<file path="src/rtl/factorial_dispatcher_if.sv">
// Request, core and result handshake bundle of the factorial dispatcher.
// The dispatcher takes the slave view; the surrounding environment takes the master view.
interface factorial_dispatcher_if #(
   parameter int IN_DATA_WD  = 4,
   parameter int OUT_DATA_WD = 46
);
   logic [IN_DATA_WD-1:0]  req_data;
   logic                   req_valid;
   logic                   req_ready;
   logic [IN_DATA_WD-1:0]  core_in_data;
   logic                   core_in_valid;
   logic                   core_busy;
   logic [OUT_DATA_WD-1:0] core_out_data;
   logic                   core_out_valid;
   logic [OUT_DATA_WD-1:0] res_data;
   logic [IN_DATA_WD-1:0]  res_arg;
   logic                   res_err;
   logic                   res_valid;
   logic                   res_ready;

   modport slave (
      input  req_data, req_valid, core_busy, core_out_data, core_out_valid, res_ready,
      output req_ready, core_in_data, core_in_valid, res_data, res_arg, res_err, res_valid
   );

   modport master (
      output req_data, req_valid, core_busy, core_out_data, core_out_valid, res_ready,
      input  req_ready, core_in_data, core_in_valid, res_data, res_arg, res_err, res_valid
   );
endinterface

</file>
<file path="src/rtl/factorial_dispatcher.sv">
// Request FIFO and issue/wait/hold sequencer in front of the factorial core, with a
// per-request timeout and a sticky flag for core results that arrive unsolicited.
module factorial_dispatcher #(
   parameter int IN_DATA_WD  = 4,
   parameter int OUT_DATA_WD = 46,
   parameter int FIFO_DEPTH  = 4,
   parameter int TIMEOUT     = 64
) (
   input  logic                        clk,
   input  logic                        resetn,
   factorial_dispatcher_if.slave       bus,
   output logic [$clog2(FIFO_DEPTH):0] fifo_count,
   output logic                        stray_err
);
   localparam int PW = $clog2(FIFO_DEPTH);
   localparam int CW = PW + 1;
   localparam int TW = $clog2(TIMEOUT) + 1;

   typedef enum logic [1:0] {ST_IDLE = 2'd0, ST_WAIT = 2'd1, ST_HOLD = 2'd2} state_t;

   state_t                 state_r, state_s;
   logic [IN_DATA_WD-1:0]  mem_r [FIFO_DEPTH];
   logic [PW-1:0]          wr_ptr_r, rd_ptr_r;
   logic [CW-1:0]          count_r, count_s;
   logic                   req_ready_r;
   logic                   push_s, pop_s;
   logic [IN_DATA_WD-1:0]  core_in_data_r, core_in_data_s;
   logic                   core_in_valid_r, core_in_valid_s;
   logic [IN_DATA_WD-1:0]  issued_arg_r, issued_arg_s;
   logic [TW-1:0]          timer_r, timer_s;
   logic [OUT_DATA_WD-1:0] res_data_r, res_data_s;
   logic [IN_DATA_WD-1:0]  res_arg_r, res_arg_s;
   logic                   res_err_r, res_err_s;
   logic                   res_valid_r, res_valid_s;
   logic                   stray_err_r, stray_err_s;

   assign push_s = bus.req_valid && req_ready_r;

   // Next-state, issue, result capture and stray-result detection.
   always_comb begin
      state_s         = state_r;
      pop_s           = 1'b0;
      core_in_valid_s = 1'b0;
      core_in_data_s  = core_in_data_r;
      issued_arg_s    = issued_arg_r;
      timer_s         = timer_r;
      res_data_s      = res_data_r;
      res_arg_s       = res_arg_r;
      res_err_s       = res_err_r;
      res_valid_s     = res_valid_r;
      case (state_r)
         ST_IDLE: begin
            if ((count_r != {CW{1'b0}}) && !bus.core_busy) begin
               pop_s           = 1'b1;
               core_in_valid_s = 1'b1;
               core_in_data_s  = mem_r[rd_ptr_r];
               issued_arg_s    = mem_r[rd_ptr_r];
               timer_s         = {TW{1'b0}};
               state_s         = ST_WAIT;
            end else begin
               state_s = ST_IDLE;
            end
         end
         ST_WAIT: begin
            // A result arriving on the timeout cycle still counts as a good result.
            if (bus.core_out_valid) begin
               res_data_s  = bus.core_out_data;
               res_arg_s   = issued_arg_r;
               res_err_s   = 1'b0;
               res_valid_s = 1'b1;
               state_s     = ST_HOLD;
            end else if (timer_r == TW'(TIMEOUT - 1)) begin
               res_data_s  = {OUT_DATA_WD{1'b0}};
               res_arg_s   = issued_arg_r;
               res_err_s   = 1'b1;
               res_valid_s = 1'b1;
               state_s     = ST_HOLD;
            end else begin
               timer_s = timer_r + TW'(1);
            end
         end
         ST_HOLD: begin
            if (bus.res_ready) begin
               res_valid_s = 1'b0;
               state_s     = ST_IDLE;
            end else begin
               state_s = ST_HOLD;
            end
         end
         default: state_s = ST_IDLE;
      endcase
      if (bus.core_out_valid && (state_r != ST_WAIT)) begin
         stray_err_s = 1'b1;
      end else begin
         stray_err_s = stray_err_r;
      end
   end

   // FIFO occupancy update; a simultaneous push and pop cancel out.
   always_comb begin
      count_s = count_r;
      case ({push_s, pop_s})
         2'b10:   count_s = count_r + CW'(1);
         2'b01:   count_s = count_r - CW'(1);
         default: count_s = count_r;
      endcase
   end

   // FSM state register.
   always_ff @(posedge clk or negedge resetn) begin
      if (!resetn) begin
         state_r <= ST_IDLE;
      end else begin
         state_r <= state_s;
      end
   end

   // FIFO pointers, occupancy and all registered outputs.
   always_ff @(posedge clk or negedge resetn) begin
      if (!resetn) begin
         wr_ptr_r        <= {PW{1'b0}};
         rd_ptr_r        <= {PW{1'b0}};
         count_r         <= {CW{1'b0}};
         req_ready_r     <= 1'b1;
         core_in_data_r  <= {IN_DATA_WD{1'b0}};
         core_in_valid_r <= 1'b0;
         issued_arg_r    <= {IN_DATA_WD{1'b0}};
         timer_r         <= {TW{1'b0}};
         res_data_r      <= {OUT_DATA_WD{1'b0}};
         res_arg_r       <= {IN_DATA_WD{1'b0}};
         res_err_r       <= 1'b0;
         res_valid_r     <= 1'b0;
         stray_err_r     <= 1'b0;
      end else begin
         if (push_s) wr_ptr_r <= wr_ptr_r + PW'(1);
         if (pop_s)  rd_ptr_r <= rd_ptr_r + PW'(1);
         count_r         <= count_s;
         req_ready_r     <= (count_s < CW'(FIFO_DEPTH));
         core_in_data_r  <= core_in_data_s;
         core_in_valid_r <= core_in_valid_s;
         issued_arg_r    <= issued_arg_s;
         timer_r         <= timer_s;
         res_data_r      <= res_data_s;
         res_arg_r       <= res_arg_s;
         res_err_r       <= res_err_s;
         res_valid_r     <= res_valid_s;
         stray_err_r     <= stray_err_s;
      end
   end

   // Request storage; an entry is only read after it has been written.
   always_ff @(posedge clk) begin
      if (push_s) mem_r[wr_ptr_r] <= bus.req_data;
   end

   assign bus.req_ready     = req_ready_r;
   assign bus.core_in_data  = core_in_data_r;
   assign bus.core_in_valid = core_in_valid_r;
   assign bus.res_data      = res_data_r;
   assign bus.res_arg       = res_arg_r;
   assign bus.res_err       = res_err_r;
   assign bus.res_valid     = res_valid_r;
   assign fifo_count        = count_r;
   assign stray_err         = stray_err_r;
endmodule

</file>
<file path="src/flat_wrapper.sv">
// flat-port wrapper written by rule: the top's interface ports become plain ports
module factorial_dispatcher_flat 
#(
   parameter int IN_DATA_WD  = 4,
   parameter int OUT_DATA_WD = 46,
   parameter int FIFO_DEPTH  = 4,
   parameter int TIMEOUT     = 64
)
  (clk, resetn, fifo_count, stray_err, bus_req_data, bus_req_valid, bus_core_busy, bus_core_out_data, bus_core_out_valid, bus_res_ready, bus_req_ready, bus_core_in_data, bus_core_in_valid, bus_res_data, bus_res_arg, bus_res_err, bus_res_valid);
  factorial_dispatcher_if #(.IN_DATA_WD(IN_DATA_WD), .OUT_DATA_WD(OUT_DATA_WD)) bus_i ();
  input  logic clk;
  input  logic resetn;
  output logic [$clog2(FIFO_DEPTH):0] fifo_count;
  output logic stray_err;
  input wire logic [$bits(bus_i.req_data)-1:0] bus_req_data;
  input wire logic [$bits(bus_i.req_valid)-1:0] bus_req_valid;
  input wire logic [$bits(bus_i.core_busy)-1:0] bus_core_busy;
  input wire logic [$bits(bus_i.core_out_data)-1:0] bus_core_out_data;
  input wire logic [$bits(bus_i.core_out_valid)-1:0] bus_core_out_valid;
  input wire logic [$bits(bus_i.res_ready)-1:0] bus_res_ready;
  output wire logic [$bits(bus_i.req_ready)-1:0] bus_req_ready;
  output wire logic [$bits(bus_i.core_in_data)-1:0] bus_core_in_data;
  output wire logic [$bits(bus_i.core_in_valid)-1:0] bus_core_in_valid;
  output wire logic [$bits(bus_i.res_data)-1:0] bus_res_data;
  output wire logic [$bits(bus_i.res_arg)-1:0] bus_res_arg;
  output wire logic [$bits(bus_i.res_err)-1:0] bus_res_err;
  output wire logic [$bits(bus_i.res_valid)-1:0] bus_res_valid;
  assign bus_i.req_data = bus_req_data;
  assign bus_i.req_valid = bus_req_valid;
  assign bus_i.core_busy = bus_core_busy;
  assign bus_i.core_out_data = bus_core_out_data;
  assign bus_i.core_out_valid = bus_core_out_valid;
  assign bus_i.res_ready = bus_res_ready;
  assign bus_req_ready = bus_i.req_ready;
  assign bus_core_in_data = bus_i.core_in_data;
  assign bus_core_in_valid = bus_i.core_in_valid;
  assign bus_res_data = bus_i.res_data;
  assign bus_res_arg = bus_i.res_arg;
  assign bus_res_err = bus_i.res_err;
  assign bus_res_valid = bus_i.res_valid;
  factorial_dispatcher #(.IN_DATA_WD(IN_DATA_WD), .OUT_DATA_WD(OUT_DATA_WD), .FIFO_DEPTH(FIFO_DEPTH), .TIMEOUT(TIMEOUT)) u_core (.clk(clk), .resetn(resetn), .bus(bus_i), .fifo_count(fifo_count), .stray_err(stray_err));
endmodule
</file>
<file path="config.mk">
export PLATFORM = sky130hd
export DESIGN_NAME = factorial_dispatcher_flat
export DESIGN_NICKNAME = d
export VERILOG_FILES = /design/src/rtl/factorial_dispatcher_if.sv /design/src/rtl/factorial_dispatcher.sv /design/src/flat_wrapper.sv
export SDC_FILE = /design/constraint.sdc
export NUM_CORES = 1
export LEC_CHECK = 0
export ABC_AREA = 1
export CORE_ASPECT_RATIO = 0.6
export CORE_MARGIN = 2
export CORE_UTILIZATION = 36
export CTS_CLUSTER_SIZE = 25
export DETAILED_ROUTE_END_ITERATION = 8
export GPL_TIMING_DRIVEN = 0
export HOLD_SLACK_MARGIN = 0.03
export SYNTH_ARGS = -nofsm -noshare
export SYNTH_HDL_FRONTEND = slang
export SYNTH_SLANG_ARGS = --single-unit
</file>
<file path="constraint.sdc">
create_clock -name clk -period 2.96 [get_ports clk]
set_clock_uncertainty 0.1 [all_clocks]
set_input_delay 0.74 -clock clk [delete_from_list [all_inputs] [get_ports clk]]
set_output_delay 0.74 -clock clk [all_outputs]
set_load 0.1 [all_outputs]
</file>
# Word level (Yosys, flattened, before mapping)
# Memories as Yosys holds them, arrays and structs flattened. A register that Yosys moved wholly into a read port is not among the register bits.
# Cells that the tools add are included.
# classes
addsub,5
n_eq_ne,11
n_mux,23
order_cmp,1
reduce_logical,14
# ops
cell,n
two-way mux 46 bit,2
two-way mux 7 bit,3
one-hot mux 7 bit (2 select lines),1
two-way mux 1 bit,9
two-way mux 4 bit,2
adder 7 x 1 -> 7 bit (second input constant),1
== test 7 x 6 -> 1 bit (second input constant),1
two-way mux 2 bit,3
!= test 2 bit (second input constant),3
one-hot mux 2 bit (3 select lines),1
one-hot mux 3 bit (2 select lines),1
nonzero test 2 bit,3
adder 2 x 1 -> 2 bit (second input constant),2
== test 2 x 1 -> 1 bit (second input constant),2
== test 2 bit (second input constant),2
!= test 2 x 1 -> 1 bit (second input constant),2
AND reduction 2 bit,2
AND reduction 4 bit,1
adder 3 x 1 -> 3 bit (second input constant),1
logical AND 1 bit,3
< comparator 3 bit (second input constant),1
!= test 3 x 2 -> 1 bit (second input constant),1
AND reduction 3 bit,1
nonzero test 3 bit,1
4 further kinds,5
# totals
memories,1
reg_bits,71
inputBits,56
word_cells,67
ram_bits,16
# mem_list
memory,depth,width,rd,rd_clocked_by_memory_dff,wr,line,source
u_core.mem_r,4,4,1,1,1,factorial_dispatcher.sv:22,logic [IN_DATA_WD-1:0] mem_r [FIFO_DEPTH];

# Depth between registers and ports, before layout
# Gate-level depths: netlist (run 1).
# depth
word_depth,7
depth_mapped,12
depth_no_buf,12

# Worst setup path before layout (run 1)
# OpenSTA, ideal clock, no wires.
# synth_path
path_kind,flip-flop to flip-flop
start,reg with a tool-made name
end,"reg u_core.count_r[1], in the netlist u_core.fifo_count[1]"
t_arrival_ps,2359
stages_incl_launch_ff,8
period_less_slack_ps,2585
required_time_ps,2734
path_slack_ps,375
cell_sequence,dfrtp_1 > inv_1 > nand2_1 > nand2_1 > inv_1 > ha_1 > fa_1 > mux2_2
# synth_rtl
item,line,source
to (signal assigned),factorial_dispatcher.sv:123,count_r <= {CW{1'b0}};
to (signal assigned),factorial_dispatcher.sv:137,count_r <= count_s;
to (decl),factorial_dispatcher.sv:24,"logic [CW-1:0] count_r, count_s;"

# Worst setup path in the final report (run 1)
# layout_path
start,"reg u_core.req_ready_r, in the netlist u_core.bus.req_ready"
end,out bus_req_ready
# layout_rtl
item,line,source
from (decl),factorial_dispatcher.sv:25,logic req_ready_r;
from (signal assigned),factorial_dispatcher.sv:138,req_ready_r <= (count_s < CW'(FIFO_DEPTH));
to (decl),flat_wrapper.sv:21,output wire logic [$bits(bus_i.req_ready)-1:0] bus_req_ready;
# No word-level cell between the ends.

==> metrics, run 1 <==
Ports=118; fmax=352 MHz; post-route cell area=5590 um^2; Clock Path Buffers=2; Slew Limit Fails=0; Starting Density=0.372; Setup Viol. Count Final=0; Crit Path Class=reg -> out; Final Critical Period=2.84 ns; CP bufs+invs=1; CTS root buf=clkbuf_16; endpoint class of the critical path=primary output; Sink Count=91; register area share after synthesis=0.599; GPL Wtd Cong=0.796; Fillers=967; Data arrival, critical path=2.00 ns; post-detailed-route wirelength per cell=13.1 um; Final Cycle Share=0.961; Largest delay share family, worst path=buffers and inverters; Cells after Synth=420; largest net degree at the start of global routing=40; Ant. Diodes=0; vias after detailed routing=3027; Rows=29; Ys Warns=0; Cell Area, Synth=3940 um^2; status=finished, final reports clean; pre-CTS setup slack=-0.170 ns; total of max-cap violations=0; Routed WL=9.08 mm; mean cell area of the mapped netlist=9.37 um^2; type of origin of the critical path=flip-flop; share of post-route cells with drive strength above 1=0.110; Residual DRC=0; Worst path slowest cell=clkdlybuf4s50_1; core area=10600 um^2; Yosys reg bits=91; # H-tree levels=3; Layout Nets=616; dpl cell area=5300 um^2; die height=85.0 um; post-cts gate resize count=0; HP Class=in -> async; die width=139 um; Tightest Pin Transition=1.02 ns; max_slew headroom=0.321; Crit path largest cell delay=1.13 ns; grt total ovfl=0; DP HPWL=6.62 mm; postcts setup bufs=0; area delta synth->final=41.9%; cts bufs inserted=9; overall routing resource usage=0.162; WP data required=2.12 ns; # hold bufs at CTS=0; fin util=0.527; DR vias/cell=4.37; Synth cell types=28; worst-path fanout max=2; DRT iter0 DRCs=114; Clk Latency, worst-skew pair=0.33 ns; syn_nets=487; drt first pass iters=4; clk slew on worst S/H paths=0.06 ns; RSZ-0062 raised after global routing=no; Setup WS post-layout=0.116 ns; I/O Buffers=117; Hold Vio Cnt, Final=0; initial antenna violation count=0; ANT nets after route=0; CTS tree=built; cell breakdown of the critical path=clkdlybuf4s50_1; vias in the first global route=2969; first-pass GRT wire length=15.1 mm; die area=11800 um^2
-- stage by stage --
step / std cells / setup TNS, ns / hold WS [ns]
detailed placement: 677 / -0.370 / 0.358
finish: 693 / 0 / 0.274
CTS: 693 / 0 / 0.294
global placement: 676 / -133.61 / 0.353
floorplan: 420 / 0 / 0.344
global route: 693 / 0 / 0.313
-- final cells by class --
class	count	area, um^2	share of cell area
Multi-Input combinational cell	294	1390	0.249
Buffer	13	108	0.0193
Inverter	22	82.6	0.0148
Timing Repair Buffer	118	1190	0.213
Tap cell	139	174	0.0311
Clock buffer	10	239	0.0428
Sequential cell	91	2360	0.422
Clock inverter	6	46.3	0.00829
-- logic make-up after synthesis --
group,count (synthesis),synth area share
compound gates,26,0.0353
mux,1,0.00286
flops,91,0.599
xor+xnor,4,0.00890
fa+ha+maj,11,0.0369
simple gates,252,0.269
buf+inv,35,0.0483
-- sequential cells by signal, summed over array words and instances, names as in the netlist, named ones only --
name / cells
u_core.timer_r: 7
u_core.mem_r: 16
u_core.bus.core_in_data: 4
u_core.bus.res_err: 1
u_core.bus.res_arg: 4
u_core.state_r: 2
u_core.bus.res_data: 46
u_core.bus.res_valid: 1
u_core.fifo_count: 2
u_core.rd_ptr_r: 2
u_core.bus.core_in_valid: 1
u_core.stray_err: 1
u_core.wr_ptr_r: 2
u_core.bus.req_ready: 1
-- synthesized netlist by cell type --
library cell  number  share of area
fa_1               1         0.0051
dfrtp_1           74           0.47
xor2_1             3         0.0067
o21ai_0           14          0.018
a21boi_0           1         0.0019
ha_1              10          0.032
o21bai_1           1         0.0019
buf_2              2         0.0025
nand2_1          169           0.16
mux2_2             1         0.0029
nor2_2             1         0.0016
nand3_1            8          0.010
nand2_4            2         0.0057
o21ai_2            1         0.0022
edfxtp_1          16           0.12
buf_6              5          0.014
nand2_2           21          0.033
nor2_1            47          0.045
a21oi_1            9          0.011
dfstp_2            1         0.0067
nand2_8            1         0.0051
buf_4              5         0.0095
nand3b_1           2         0.0038
nor2_4             1         0.0029
inv_1             21          0.020
xnor2_1            1         0.0022
clkbuf_1           1        0.00095
inv_2              1        0.00095
-- layer usage --
metal	global-route usage	wire length, um	share of wire
met5	0	0	0
met4	0.0413	89	0.0098
met3	0.0728	767	0.085
met2	0.225	3580	0.39
met1	0.232	4640	0.51
-- worst paths after layout --
check / end / depth (start not counted) / slack [ns] / from
min in group clk: u_core.bus.res_valid$_DFFE_PN0P_ / 2 / 0.37 / u_core.bus.res_valid$_DFFE_PN0P_
setup reg to reg: u_core.fifo_count[1]$_DFFE_PN0N_ / 9 / 0.38 / u_core.state_r[0]$_DFFE_PN0N_
hold / removal: u_core.bus.res_valid$_DFFE_PN0P_ / 1 / 0.27 / resetn
max in group asynchronous: u_core.bus.req_ready$_DFF_PN1_ / 2 / 1.85 / resetn
hold reg to reg: u_core.bus.res_valid$_DFFE_PN0P_ / 2 / 0.37 / u_core.bus.res_valid$_DFFE_PN0P_
setup / recovery: bus_req_ready / 1 / 0.12 / u_core.bus.req_ready$_DFF_PN1_
-- cell usage in the layout (no fill, tap or decap), types with 3 or more instances in the layout --
cell	instances
a21oi_1	9
buf_4	6
buf_6	5
clkbuf_16	9
clkdlybuf4s50_1	116
dfrtp_1	74
edfxtp_1	16
ha_1	10
inv_1	21
nand2_1	168
nand2_2	22
nand3_1	8
nor2_1	47
o21ai_0	14
xor2_1	3
Power of run 1 is left out: the tool's default activity adds up to more than one toggle a clock period on the data nets, which glitch-free logic cannot reach.
==> inputs of run 2 (changes only) <==
CAP_MARGIN = 10   (was unset)
CORE_ASPECT_RATIO = unset   (was 0.6)
==> run 2 against run 1 <==
Against the previous run: sequential share of layout area rose by 0.65 points; utilization down 1.5 points; first-iteration DRC count is 65% higher; cell count up 0.14%; via count rose by 1.3%; non-clock buffer count unchanged; hold slack worse by 0.096 ns; design area is 1.5% lower; critical endpoint unchanged; largest cell class unchanged.
==> metrics, run 2 (same netlist as run 1, synthesis figures left out) <==
status=finished, final reports clean (unchanged); Hold Vio Cnt, Final=0 (unchanged); Clk Latency, worst-skew pair=0.35 ns (was 0.33 ns); overall routing resource usage=0.156 (was 0.162); core area=10700 um^2 (was 10600 um^2); CP bufs+invs=1 (unchanged); type of origin of the critical path=flip-flop (unchanged); Placed Cells=678 (was 677); Largest delay share family, worst path=buffers and inverters (unchanged); Layout Nets=616 (unchanged); Routed WL=8.88 mm (was 9.08 mm); first-pass GRT wire length=14.2 mm (was 15.1 mm); WP data required=2.12 ns (about the same); Slew Limit Fails=0 (unchanged); Worst R2R Path Depth=11 (was 9); DRT iter0 DRCs=188 (was 114); Setup Viol. Count Final=0 (unchanged); CTS tree=built (unchanged); I/O Buffers=117 (unchanged); cts bufs inserted=9 (unchanged); total of max-cap violations=0 (unchanged); cell breakdown of the critical path=clkdlybuf4s50_1 (unchanged); RSZ-0062 raised after global routing=no (unchanged); Rows=38 (was 29); Sink Count=91 (unchanged); clk slew on worst S/H paths=0.09 ns (was 0.06 ns); r2r endpoint=u_core.bus.req_ready$_DFF_PN1_ (was u_core.fifo_count[1]$_DFFE_PN0N_); Ports=118 (unchanged); die area=11800 um^2 (about the same); final cell count without fillers=694 (was 693); HP Class=in -> async (unchanged); Worst path slowest cell=clkdlybuf4s50_1 (unchanged); Clock Path Buffers=2 (unchanged); DR vias/cell=4.42 (was 4.37); FF-to-FF setup slack=0.33 ns (was 0.38 ns); Crit Path Class=reg -> out (unchanged); share of post-route cells with drive strength above 1=0.105 (was 0.110); worst-path fanout max=2 (unchanged); post-cts gate resize count=0 (unchanged); most frequent cells in the layout=nand2_1 (169), clkdlybuf4s50_1 (116), dfrtp_1 (74) (was nand2_1 (168), clkdlybuf4s50_1 (116), dfrtp_1 (74)); max FFs per register=46 (unchanged); post-detailed-route wirelength per cell=12.8 um (was 13.1 um); Fillers=1047 (was 967); Starting Density=0.366 (was 0.372); vias after detailed routing=3065 (was 3027); Residual DRC=0 (unchanged); vias in the first global route=2915 (was 2969); die height=109 um (was 85.0 um); drt first pass iters=4 (unchanged); grt total ovfl=0 (unchanged); fmax=348 MHz (was 352 MHz); initial antenna violation count=0 (unchanged); Final Critical Period=2.87 ns (was 2.84 ns); DP HPWL=6.57 mm (was 6.62 mm); RR Startpoint=u_core.state_r[0]$_DFFE_PN0N_ (unchanged); # H-tree levels=3 (unchanged); # hold bufs at CTS=0 (unchanged); Ant. Diodes=0 (unchanged); Data arrival, critical path=2.03 ns (was 2.00 ns); most common cell after layout, fill and taps aside=nand2_1 (unchanged); worst setup path startpoint=u_core.bus.req_ready$_DFF_PN1_ (unchanged); Crit path largest cell delay=1.13 ns (about the same); Tightest Pin Transition=1.01 ns (was 1.02 ns); endpoint class of the critical path=primary output (unchanged); Final Cycle Share=0.970 (was 0.961); postcts setup bufs=0 (unchanged); ANT nets after route=0 (unchanged); largest net degree at the start of global routing=54 (was 40); die width=109 um (was 139 um); max_slew headroom=0.322 (was 0.321); CTS root buf=clkbuf_8 (was clkbuf_16); GPL Wtd Cong=0.757 (was 0.796); area delta synth->final=39.8% (was 41.9%)
run 2: cell count changes in the layout (fill, tap and decap cells not counted), sizes merged:
cell and change:
bufinv +1, clkinvlp -1, clkinv +2, inv -3
clkbuf +1
run 2: worst max-delay path by stage:
stage / end / slack, ns / cells past startpoint
global route: bus_req_ready / 0.03 / 1
finish: bus_req_ready / 0.09 / 1
CTS: bus_req_ready / 0.06 / 1
global placement: u_core.bus.core_in_data[0]$_DFFE_PN0P_ / -1.72 / 1
floorplan: u_core.fifo_count[1]$_DFFE_PN0N_ / 0.37 / 7
detailed placement: u_core.bus.req_ready$_DFF_PN1_ / -0.14 / 9
run 2: final cells by class:
type | count | area [um^2] | share of cell area
flip-flops and latches | 91 | 2360 | 0.429
plain buffers | 13 | 108 | 0.0196
multi-input cells | 294 | 1390 | 0.252
inverters | 22 | 82.6 | 0.0150
clock inverters | 5 | 52.6 | 0.00955
well taps | 140 | 175 | 0.0318
clock buffers | 11 | 141 | 0.0257
repair buffers | 118 | 1200 | 0.217
run 2: through the flow:
step / util / hold slack [ns] / setup TNS (ns) / setup WS [ns] / cell area [um^2]
global placement: 0.492 / 0.354 / -127.92 / -1.72 / 5280
global route: 0.512 / 0.178 / 0 / 0.0318 / 5500
finish: 0.512 / 0.178 / 0 / 0.0877 / 5500
detailed placement: 0.494 / 0.358 / -0.224 / -0.135 / 5310
floorplan: - / 0.344 / 0 / 0.375 / 3940
CTS: 0.512 / 0.172 / 0 / 0.0612 / 5500
run 2: metal layers:
| layer | global-route usage | part of all wire | up-vias |
|---|---|---|---|
| met5 | 0 | 0 | - |
| met4 | 0.0604 | 0.011 | 0 |
| met3 | 0.0374 | 0.066 | 11 |
| met2 | 0.239 | 0.45 | 93 |
| met1 | 0.213 | 0.47 | 1407 |
| li1 | - | - | 1554 |
Power of run 2 is left out for the same reason.
==> inputs of run 3 (changes only) <==
CELL_PAD_IN_SITES_DETAIL_PLACEMENT = 1   (was unset)
CELL_PAD_IN_SITES_GLOBAL_PLACEMENT = 1   (was unset)
CORE_UTILIZATION = 35   (was 36)
GPL_TIMING_DRIVEN = unset   (was 0)
PLACE_DENSITY_LB_ADDON = 0.1   (was unset)
==> run 3 against run 2 <==
Against the previous run: global-route usage increased by 0.94 points; worst setup slack improved by 0.53 ns; cell count decreased by 1.3%; die area increased by 2.8%; register-to-register slack improved by 0.33 ns; wire length increased by 9.6%; critical endpoint is now u_core.bus.req_ready$_DFF_PN1_; largest cell class unchanged; highest routed layer unchanged.
==> metrics, run 3 (same netlist as run 1, synthesis figures left out) <==
Routed WL=9.74 mm (was 8.88 mm); Fin Setup TNS=0 ns (unchanged); max_slew headroom=0.574 (was 0.322); # H-tree levels=3 (unchanged); vias in the first global route=3156 (was 2915); clk slew on worst S/H paths=0.09 ns (about the same); grt total ovfl=0 (unchanged); cts bufs inserted=9 (unchanged); total of max-cap violations=0 (unchanged); Ant. Diodes=0 (unchanged); RR Startpoint=u_core.state_r[0]$_DFFE_PN0N_ (unchanged); CTS tree=built (unchanged); post-detailed-route wirelength per cell=14.2 um (was 12.8 um); area delta synth->final=33.4% (was 39.8%); DR vias/cell=4.57 (was 4.42); Setup Viol. Count Final=0 (unchanged); die width=110 um (was 109 um); Fillers=1292 (was 1047); overall routing resource usage=0.165 (was 0.156); Layout Nets=607 (was 616); Tightest Pin Transition=0.638 ns (was 1.01 ns); core area=10900 um^2 (was 10700 um^2); Clk Latency, worst-skew pair=0.35 ns (about the same); first-pass GRT wire length=15.4 mm (was 14.2 mm); type of origin of the critical path=input pin (was flip-flop); die height=110 um (was 109 um); Ports=118 (unchanged); fmax=428 MHz (was 348 MHz); Clock Path Buffers=2 (unchanged); status=finished, final reports clean (unchanged); GPL Wtd Cong=0.799 (was 0.757); max FFs per register=46 (unchanged); DRT iter0 DRCs=161 (was 188); Final Cycle Share=0.790 (was 0.970); largest net degree at the start of global routing=56 (was 54); most frequent cells in the layout=nand2_1 (169), dfrtp_1 (74), buf_4 (67) (was nand2_1 (169), clkdlybuf4s50_1 (116), dfrtp_1 (74)); Data arrival, critical path=2.52 ns (was 2.03 ns); Hold Vio Cnt, Final=0 (unchanged); # hold bufs at CTS=0 (unchanged); Rows=38 (unchanged); Sink Count=91 (unchanged); die area=12100 um^2 (was 11800 um^2); share of post-route cells with drive strength above 1=0.202 (was 0.105); HP Class=in -> async (unchanged); endpoint class of the critical path=flip-flop (was primary output); Most Used Layer, Global Route=met2 (unchanged); Crit Path Class=in -> reg (was reg -> out); DP HPWL=6.98 mm (was 6.57 mm); RSZ-0062 raised after global routing=no (unchanged); Residual DRC=0 (unchanged); Starting Density=0.362 (was 0.366); Worst R2R Path Depth=11 (unchanged); vias after detailed routing=3132 (was 3065); worst-path fanout max=3 (was 2); drt first pass iters=4 (unchanged); Slew Limit Fails=0 (unchanged); GRT met3 Usage=0.0347 (was 0.0374); ANT nets after route=0 (unchanged); postcts setup bufs=0 (unchanged); FF-to-FF setup slack=0.66 ns (was 0.33 ns); WP data required=3.15 ns (was 2.12 ns); CTS root buf=clkbuf_8 (unchanged); most common cell after layout, fill and taps aside=nand2_1 (unchanged); met2 Usage GRT=0.277 (was 0.239); initial antenna violation count=0 (unchanged); post-cts gate resize count=0 (unchanged); M1 GR Usage=0.208 (was 0.213); Final Critical Period=2.34 ns (was 2.87 ns); r2r endpoint=u_core.bus.req_ready$_DFF_PN1_ (unchanged); I/O Buffers=117 (unchanged)
==> run 3: cell count changes in the layout (fill, tap and decap cells not counted), sizes merged <==
cell           before  now
clkdlybuf4s50     116   54
clkbuf             12   10
inv                22   23
buf                14   68
==> run 3: layout make-up <==
class	instances	area, um^2	share of cell area
Sequential cell	91	2360	0.449
Multi-Input combinational cell	294	1390	0.264
Timing Repair Buffer	122	1060	0.203
Tap cell	140	175	0.0334
Clock buffer	10	128	0.0243
Inverter	22	82.6	0.0157
Clock inverter	6	55.1	0.0105
==> run 3: worst max-delay path, stage by stage <==
cell	delay, ns
clkdlybuf4s50_1	0.45
nor2_1	0.05
nand2_1	0.08
inv_1	0.07
ha_1	0.23
fa_1	0.38
o21ai_0	0.24
xor2_1	0.22
inv_1	0.06
==> run 3: worst max path at each step <==
stage,cells past startpoint,start,slack [ns],endpoint
after CTS,9,bus_core_busy,0.61,u_core.bus.req_ready$_DFF_PN1_
after global placement,9,bus_core_busy,0.34,u_core.bus.req_ready$_DFF_PN1_
after global routing,11,u_core.state_r[0]$_DFFE_PN0N_,0.42,u_core.bus.req_ready$_DFF_PN1_
after floorplan,7,flip-flop,0.37,u_core.fifo_count[1]$_DFFE_PN0N_
after detailed placement,9,bus_core_busy,0.21,u_core.bus.req_ready$_DFF_PN1_
final,9,bus_core_busy,0.62,u_core.bus.req_ready$_DFF_PN1_
==> run 3: through the flow <==
step	area (um^2)	utilization	setup slack (ns)	hold WS (ns)	cells
5_1_grt	5250	0.482	0.422	0.335	685
2_1_floorplan	3940	-	0.375	0.344	420
3_5_place_dp	5070	0.465	0.208	0.365	669
3_3_place_gp	5070	0.465	0.337	0.355	669
6_report	5250	0.482	0.622	0.311	685
4_1_cts	5250	0.482	0.611	0.321	685
==> run 3: per-layer routing <==
metal | vias up | wire length [um]
met5 | - | 0
met4 | 0 | 144
met3 | 14 | 568
met2 | 84 | 4550
met1 | 1495 | 4470
li1 | 1539 | -
Power of run 3 is left out for the same reason.
